### src/rtl/pipelined_select_alu.sv
// Two-stage carry-select add/subtract unit with valid/ready flow control.
// Stage 1 computes the low segment sum and both high-segment candidates
// (carry-in 0 and carry-in 1). Stage 2 picks the candidate that matches the
// registered low carry and derives the signed overflow.
// Optional feature macro: ALU_COMPARE_FLAGS_EN adds the isNotEqual/isLessThan
// compare flags. These flags are only meaningful for subtraction.
module pipelined_select_alu #(
    parameter int WIDTH = 32,
    parameter int LOW_W = WIDTH / 2
) (
    input  logic             clock,
    input  logic             reset,
    input  logic             in_valid,
    output logic             in_ready,
    input  logic [WIDTH-1:0] a,
    input  logic [WIDTH-1:0] b,
    input  logic             alu_control,
    output logic             out_valid,
    input  logic             out_ready,
    output logic [WIDTH-1:0] sum,
    output logic             overflow
`ifdef ALU_COMPARE_FLAGS_EN
    ,
    output logic             isNotEqual,
    output logic             isLessThan
`endif
);

    localparam int HIGH_W = WIDTH - LOW_W;

    logic              s1_adv, s2_adv, accept;
    logic [WIDTH-1:0]  b_eff;
    logic [LOW_W:0]    lo_full;
    logic [HIGH_W:0]   hi0_full, hi1_full;

    logic              s1_valid_d, s1_valid_q;
    logic [LOW_W-1:0]  s1_lo_d, s1_lo_q;
    logic              s1_clo_d, s1_clo_q;
    logic [HIGH_W-1:0] s1_hi0_d, s1_hi0_q, s1_hi1_d, s1_hi1_q;
    logic              s1_co0_d, s1_co0_q, s1_co1_d, s1_co1_q;
    logic              s1_cm0_d, s1_cm0_q, s1_cm1_d, s1_cm1_q;

    logic [HIGH_W-1:0] sel_hi;
    logic              sel_co, sel_cm;
    logic [WIDTH-1:0]  sum_sel;
    logic              ovf_sel;

    logic              s2_valid_d, s2_valid_q;
    logic [WIDTH-1:0]  s2_sum_d, s2_sum_q;
    logic              s2_ovf_d, s2_ovf_q;

`ifdef ALU_COMPARE_FLAGS_EN
    logic              s1_sub_d, s1_sub_q;
    logic              s2_ne_d, s2_ne_q, s2_lt_d, s2_lt_q;
`endif

    // Handshake: a stage advances when it is empty or its successor advances.
    always_comb begin
        s2_adv   = !s2_valid_q || out_ready;
        s1_adv   = !s1_valid_q || s2_adv;
        in_ready = s1_adv;
        accept   = in_valid && s1_adv;
    end

    // Stage 1 arithmetic: low sum plus both high candidates. Carry into the
    // MSB is recovered as sum_msb ^ a_msb ^ b_msb, which also covers a 1-bit
    // high segment where the MSB carry-in is the candidate's own carry-in.
    always_comb begin
        b_eff    = b ^ {WIDTH{alu_control}};
        lo_full  = {1'b0, a[LOW_W-1:0]} + {1'b0, b_eff[LOW_W-1:0]}
                 + {{LOW_W{1'b0}}, alu_control};
        hi0_full = {1'b0, a[WIDTH-1:LOW_W]} + {1'b0, b_eff[WIDTH-1:LOW_W]};
        hi1_full = hi0_full + {{HIGH_W{1'b0}}, 1'b1};
    end

    // Stage 1 next state: load on accept, drain when advancing.
    always_comb begin
        s1_valid_d = s1_valid_q;
        s1_lo_d    = s1_lo_q;
        s1_clo_d   = s1_clo_q;
        s1_hi0_d   = s1_hi0_q;
        s1_co0_d   = s1_co0_q;
        s1_cm0_d   = s1_cm0_q;
        s1_hi1_d   = s1_hi1_q;
        s1_co1_d   = s1_co1_q;
        s1_cm1_d   = s1_cm1_q;
`ifdef ALU_COMPARE_FLAGS_EN
        s1_sub_d   = s1_sub_q;
`endif
        if (s1_adv) begin
            s1_valid_d = in_valid;
        end
        if (accept) begin
            s1_lo_d  = lo_full[LOW_W-1:0];
            s1_clo_d = lo_full[LOW_W];
            s1_hi0_d = hi0_full[HIGH_W-1:0];
            s1_co0_d = hi0_full[HIGH_W];
            s1_cm0_d = hi0_full[HIGH_W-1] ^ a[WIDTH-1] ^ b_eff[WIDTH-1];
            s1_hi1_d = hi1_full[HIGH_W-1:0];
            s1_co1_d = hi1_full[HIGH_W];
            s1_cm1_d = hi1_full[HIGH_W-1] ^ a[WIDTH-1] ^ b_eff[WIDTH-1];
`ifdef ALU_COMPARE_FLAGS_EN
            s1_sub_d = alu_control;
`endif
        end
    end

    // Stage 2 select: low carry picks the high candidate and its carries.
    always_comb begin
        sel_hi  = s1_clo_q ? s1_hi1_q : s1_hi0_q;
        sel_co  = s1_clo_q ? s1_co1_q : s1_co0_q;
        sel_cm  = s1_clo_q ? s1_cm1_q : s1_cm0_q;
        sum_sel = {sel_hi, s1_lo_q};
        ovf_sel = sel_co ^ sel_cm;
    end

    // Stage 2 next state: hold while stalled so outputs stay stable.
    always_comb begin
        s2_valid_d = s2_valid_q;
        s2_sum_d   = s2_sum_q;
        s2_ovf_d   = s2_ovf_q;
`ifdef ALU_COMPARE_FLAGS_EN
        s2_ne_d    = s2_ne_q;
        s2_lt_d    = s2_lt_q;
`endif
        if (s2_adv) begin
            s2_valid_d = s1_valid_q;
            if (s1_valid_q) begin
                s2_sum_d = sum_sel;
                s2_ovf_d = ovf_sel;
`ifdef ALU_COMPARE_FLAGS_EN
                s2_ne_d  = s1_sub_q & (|sum_sel);
                s2_lt_d  = s1_sub_q & (sum_sel[WIDTH-1] ^ ovf_sel);
`endif
            end
        end
    end

    // Pipeline registers; reset clears valids and result data.
    always_ff @(posedge clock or negedge reset) begin
        if (!reset) begin
            s1_valid_q <= 1'b0;
            s1_lo_q    <= '0;
            s1_clo_q   <= 1'b0;
            s1_hi0_q   <= '0;
            s1_co0_q   <= 1'b0;
            s1_cm0_q   <= 1'b0;
            s1_hi1_q   <= '0;
            s1_co1_q   <= 1'b0;
            s1_cm1_q   <= 1'b0;
            s2_valid_q <= 1'b0;
            s2_sum_q   <= '0;
            s2_ovf_q   <= 1'b0;
`ifdef ALU_COMPARE_FLAGS_EN
            s1_sub_q   <= 1'b0;
            s2_ne_q    <= 1'b0;
            s2_lt_q    <= 1'b0;
`endif
        end else begin
            s1_valid_q <= s1_valid_d;
            s1_lo_q    <= s1_lo_d;
            s1_clo_q   <= s1_clo_d;
            s1_hi0_q   <= s1_hi0_d;
            s1_co0_q   <= s1_co0_d;
            s1_cm0_q   <= s1_cm0_d;
            s1_hi1_q   <= s1_hi1_d;
            s1_co1_q   <= s1_co1_d;
            s1_cm1_q   <= s1_cm1_d;
            s2_valid_q <= s2_valid_d;
            s2_sum_q   <= s2_sum_d;
            s2_ovf_q   <= s2_ovf_d;
`ifdef ALU_COMPARE_FLAGS_EN
            s1_sub_q   <= s1_sub_d;
            s2_ne_q    <= s2_ne_d;
            s2_lt_q    <= s2_lt_d;
`endif
        end
    end

    // Outputs come straight from stage 2.
    always_comb begin
        out_valid  = s2_valid_q;
        sum        = s2_sum_q;
        overflow   = s2_ovf_q;
`ifdef ALU_COMPARE_FLAGS_EN
        isNotEqual = s2_ne_q;
        isLessThan = s2_lt_q;
`endif
    end

endmodule

### config.mk
export PLATFORM = sky130hd
export DESIGN_NAME = pipelined_select_alu
export DESIGN_NICKNAME = d
export VERILOG_FILES = /design/src/rtl/pipelined_select_alu.sv
export SDC_FILE = /design/constraint.sdc
export NUM_CORES = 1
export LEC_CHECK = 0
export ABC_AREA = 1
export CAP_MARGIN = 20
export CORE_ASPECT_RATIO = 2
export CORE_MARGIN = 2
export CORE_UTILIZATION = 49
export DETAILED_ROUTE_END_ITERATION = 6
export GPL_TIMING_DRIVEN = 0
export PLACE_DENSITY = 0.76
export SYNTH_ARGS = -nofsm -noshare
export SYNTH_HDL_FRONTEND = slang
export SYNTH_SLANG_ARGS = --single-unit
### constraint.sdc
create_clock -name clock -period 1.5 [get_ports clock]
set_input_delay 0.45 -clock clock [delete_from_list [all_inputs] [get_ports clock]]
set_output_delay 0.45 -clock clock [all_outputs]
set_load 0.05 [all_outputs]
==> impl_results.md <==
- Post-DP HPWL: 11430 µm
- Skew final: 2.864 ps
- Clock Path Buffers: 2
- Global route total overflow: 0
- CP peak stage delay: 610 ps
- PwrDens: 1329 mW/mm²
- Initial antenna violation count: 0
- Most frequent CP cell: nor2_4
- Leading area contributor after synthesis: dfrtp_1
- Synthesized area: 0.005958 mm²
- DP Worst Slack: -1587 ps
- Setup crit end kind: flip-flop
- First-pass GRT wire length: 26710 µm
- Status: complete, but fails checks
- Layout cells sized above 1: 0.3860
- Worst path cell trace: buf_8 > buf_12 > xor2_2 > ha_2 > fa_2 > ha_4 > inv_2 > nor2_4 > nand2_2 > nor2_4 > nand2_4 > nor2_4 > nand3_4 > nor2_4 > nand3_2 > nand2_1 > nand3_1
- Worst Max-Slew Pin Slew: 574.8 ps
- FF+latch count, synth: 88
- Layout area overhead: 53.42%
- Max rail drop VDD: 1.055 mV
- Vias/cell: 5.411
- DR vias: 6347
- Tmin final: 2539 ps
- CTS tree: yes
- Worst Setup Slack, final: -1039 ps
- Synth async-reset ratio: 1.000
- Crit path buffers/inverters: 3
- Tcrit/Tclk final: 1.693
- Drt drc: 0
- Drt pass-1 iters: 6
- Setup violations, final: 50
- Count leader, synth: nand2_1
- Vias in the first global route: 5908
- Total leakage power: 4.504 nW
- Net Sw Frac: 0.4501
- Crit Path Class: in2reg
- Internal power: 6.683 mW
- Syn Inst Count: 815
- RSZ-0062 raised after global routing: yes
- Overall Global Routing Usage: 0.2576
- CTS buffer count: 9
- Fin nets: 1124
- Core Area: 0.01198 mm²
- Synth area leaders: dfrtp_1 (37%), nand2_1 (18%), ha_1 (6.7%)
- Post-layout util: 0.7629
- Routed Antenna Nets: 0
- Slew Viols, Final: 0
- Placed Cells: 1065
- Drt initial violations: 404
- Final hold vios: 0
- Max Cap Violations: 0
- Worst relative slew slack: 0.6168
- Routability Congestion: 0.9121
- Worst hold path class: reg2reg
- Full die area: 0.01311 mm²
- Die Ht: 159.9 µm
- Inserted Diodes: 0
- Fillers: 839
- Syn Nets: 918
- Final non-filler cell total: 1173
- Clock Sinks: 88
- Worst path required time: 1720 ps
- Port Buf Inserts: 102
- Post-synth EDFFs: 0
- Clk pwr share: 0.184
- Seq/Total Area, Yosys: 0.3696
- Sequential share of power: 0.295
- CTS Root Cell: clkbuf_16
- Die X: 81.98 µm
- CTS clock-pin slew for the worst setup and hold paths: 60 ps
- Met1 Use GR: 0.3072
- Share of the synthesized area in the top cell type: 0.3696
- Clk_lat worst skew: 340 ps
- Avg WL per Cell: 15.85 µm
- Largest net degree at the start of global routing: 69
- Count of different cell masters after synthesis: 51
- Logic gate share of total power: 0.521
- Final WL: 18590 µm
- Initial Util: 0.4973
- CP top delay family: simple AND/OR/NAND/NOR gates
- Slowest cell on crit path: fa_2
- Sw Pwr: 5.469 mW
- Grt met3 use: 0.02599
- Total number of H-tree levels: 3
- Post-Syn Area per Cell: 7.311 µm²
- Post-synth top flop: dfrtp_1
- Max Clk Rate: 393.8 MHz
- Count of warnings emitted by yosys: 0
- Most used routing layer: met2
- Startpoint type of the worst setup path: input port
- Met2 Use GR: 0.4523
- Num ports: 104
- Failing checks: setup timing
- Crit Path Max Fanout: 4
- Post-synth top cells: nand2_1 (282), dfrtp_1 (88), inv_1 (77)
- CP Data Arrival Time: 2760 ps
- Cell row count: 57
## placed cells by master, fill, tap and decap left out, types with 6 or more instances in the layout
| master | count |
|---|---|
| nand2_1 | 216 |
| dfrtp_1 | 87 |
| buf_4 | 68 |
| nand2_2 | 66 |
| inv_1 | 58 |
| clkdlybuf4s50_1 | 46 |
| nor2_1 | 42 |
| buf_2 | 38 |
| xor2_1 | 28 |
| nand3_1 | 26 |
| buf_6 | 26 |
| nand3_2 | 24 |
| inv_2 | 21 |
| o21ai_1 | 20 |
| ha_1 | 19 |
| a31oi_1 | 18 |
| nand2_4 | 17 |
| dlygate4sd2_1 | 17 |
| nor2_4 | 16 |
| a21oi_2 | 13 |
| clkbuf_16 | 10 |
| xor2_2 | 9 |
| o21ai_0 | 9 |
| o21ai_2 | 8 |
| nand4_1 | 7 |
| ha_4 | 7 |
| clkbuf_1 | 6 |
| inv_4 | 6 |
| a21oi_1 | 6 |
| ha_2 | 6 |
## worst register-to-register path, cell delays in order, from the launching register on
cell	delay, ps
dfrtp_1	390
nand3_4	110
nand2_1	110
clkbuf_4	240
clkbuf_1	420
nor2_1	140
nand2_2	90
o211ai_1	90
## per-stage QoR
step / area, µm² / hold WS (ps) / power, mW / setup TNS [ps]
2_1_floorplan: 6066 / 154.4 / 7.083 / -36780
3_3_place_gp: 7271 / 451.8 / 8.609 / -338760
3_5_place_dp: 7296 / 357.0 / 8.741 / -76490
4_1_cts: 8458 / 464.5 / 11.47 / -29940
5_1_grt: 9141 / 499.8 / 12.79 / -36600
6_report: 9141 / 469.2 / 12.15 / -33060
## layout make-up
cell class	instances	area [µm²]	share of cell area
Tap cell	147	183.9	0.02012
Clock inverter	7	71.32	0.007802
Clock buffer	9	225.2	0.02464
Multi-Input combinational cell	615	4250	0.4650
Buffer	22	163.9	0.01793
Sequential cell	88	2203	0.2410
Timing Repair Buffer	197	1690	0.1849
Inverter	88	352.8	0.03860
## kinds of logic after synthesis
family | share of synthesized area
XOR/XNOR | 0.06321
adder cells (fa/ha/maj) | 0.07392
buffers and inverters | 0.07287
AO/OA/AOI/OAI | 0.09681
AND/OR/NAND/NOR | 0.3236
flip-flops | 0.3696
## routing by layer
layer  routed length [µm]  part of all wire  up-vias
met2                 9955              0.54      227
met4                  800             0.043        0
met5                    0                 0        -
met3                  727             0.039       63
li1                     -                 -     3041
met1                 7106              0.38     3016
## timing repair
item / in CTS / in global routing
setup buffers: 73 / 30
resized for setup: 366 / 126
hold buffers: 1 / 0
hold endpoints to repair: 20 / 0
gates cloned: 0 / 0
endpoints found under the setup margin: 118 / 61
pin swaps: 117 / 67
## power by group through the flow
stage | combinational, mW | sequential (mW) | clock [mW]
after floorplan | 2.27 | 4.82 | 0
after global placement | 5.03 | 3.58 | 0
after detailed placement | 5.13 | 3.61 | 0
after CTS | 5.65 | 3.58 | 2.24
after global routing | 6.79 | 3.67 | 2.33
final | 6.34 | 3.59 | 2.23
## state kept, by name (all words and copies together), names as in the netlist
register    flops
sum            32
s1_cm1_q        1
s1_lo_q        16
s1_co0_q        1
out_valid       1
s1_co1_q        1
overflow        1
s1_hi0_q       16
s1_clo_q        1
s1_hi1_q       16
s1_cm0_q        1
s1_valid_q      1
## worst paths after layout
check / start / endpoint / slack [ps] / cells after the start
min in group asynchronous: reset / sum[19]$_DFFE_PN0P_ / 540 / 2
setup reg to reg: s1_valid_q$_DFFE_PN0N_ / s1_hi1_q[10]$_DFFE_PN0P_ / -210 / 7
setup / recovery: alu_control / s1_hi1_q[12]$_DFFE_PN0P_ / -1040 / 17
max in group asynchronous: reset / out_valid$_DFFE_PN0P_ / 320 / 3
hold reg to reg: s1_lo_q[15]$_DFFE_PN0P_ / sum[15]$_DFFE_PN0P_ / 470 / 2
hold / removal: s1_lo_q[15]$_DFFE_PN0P_ / sum[15]$_DFFE_PN0P_ / 470 / 2
Power figures use the tool's default switching activity.
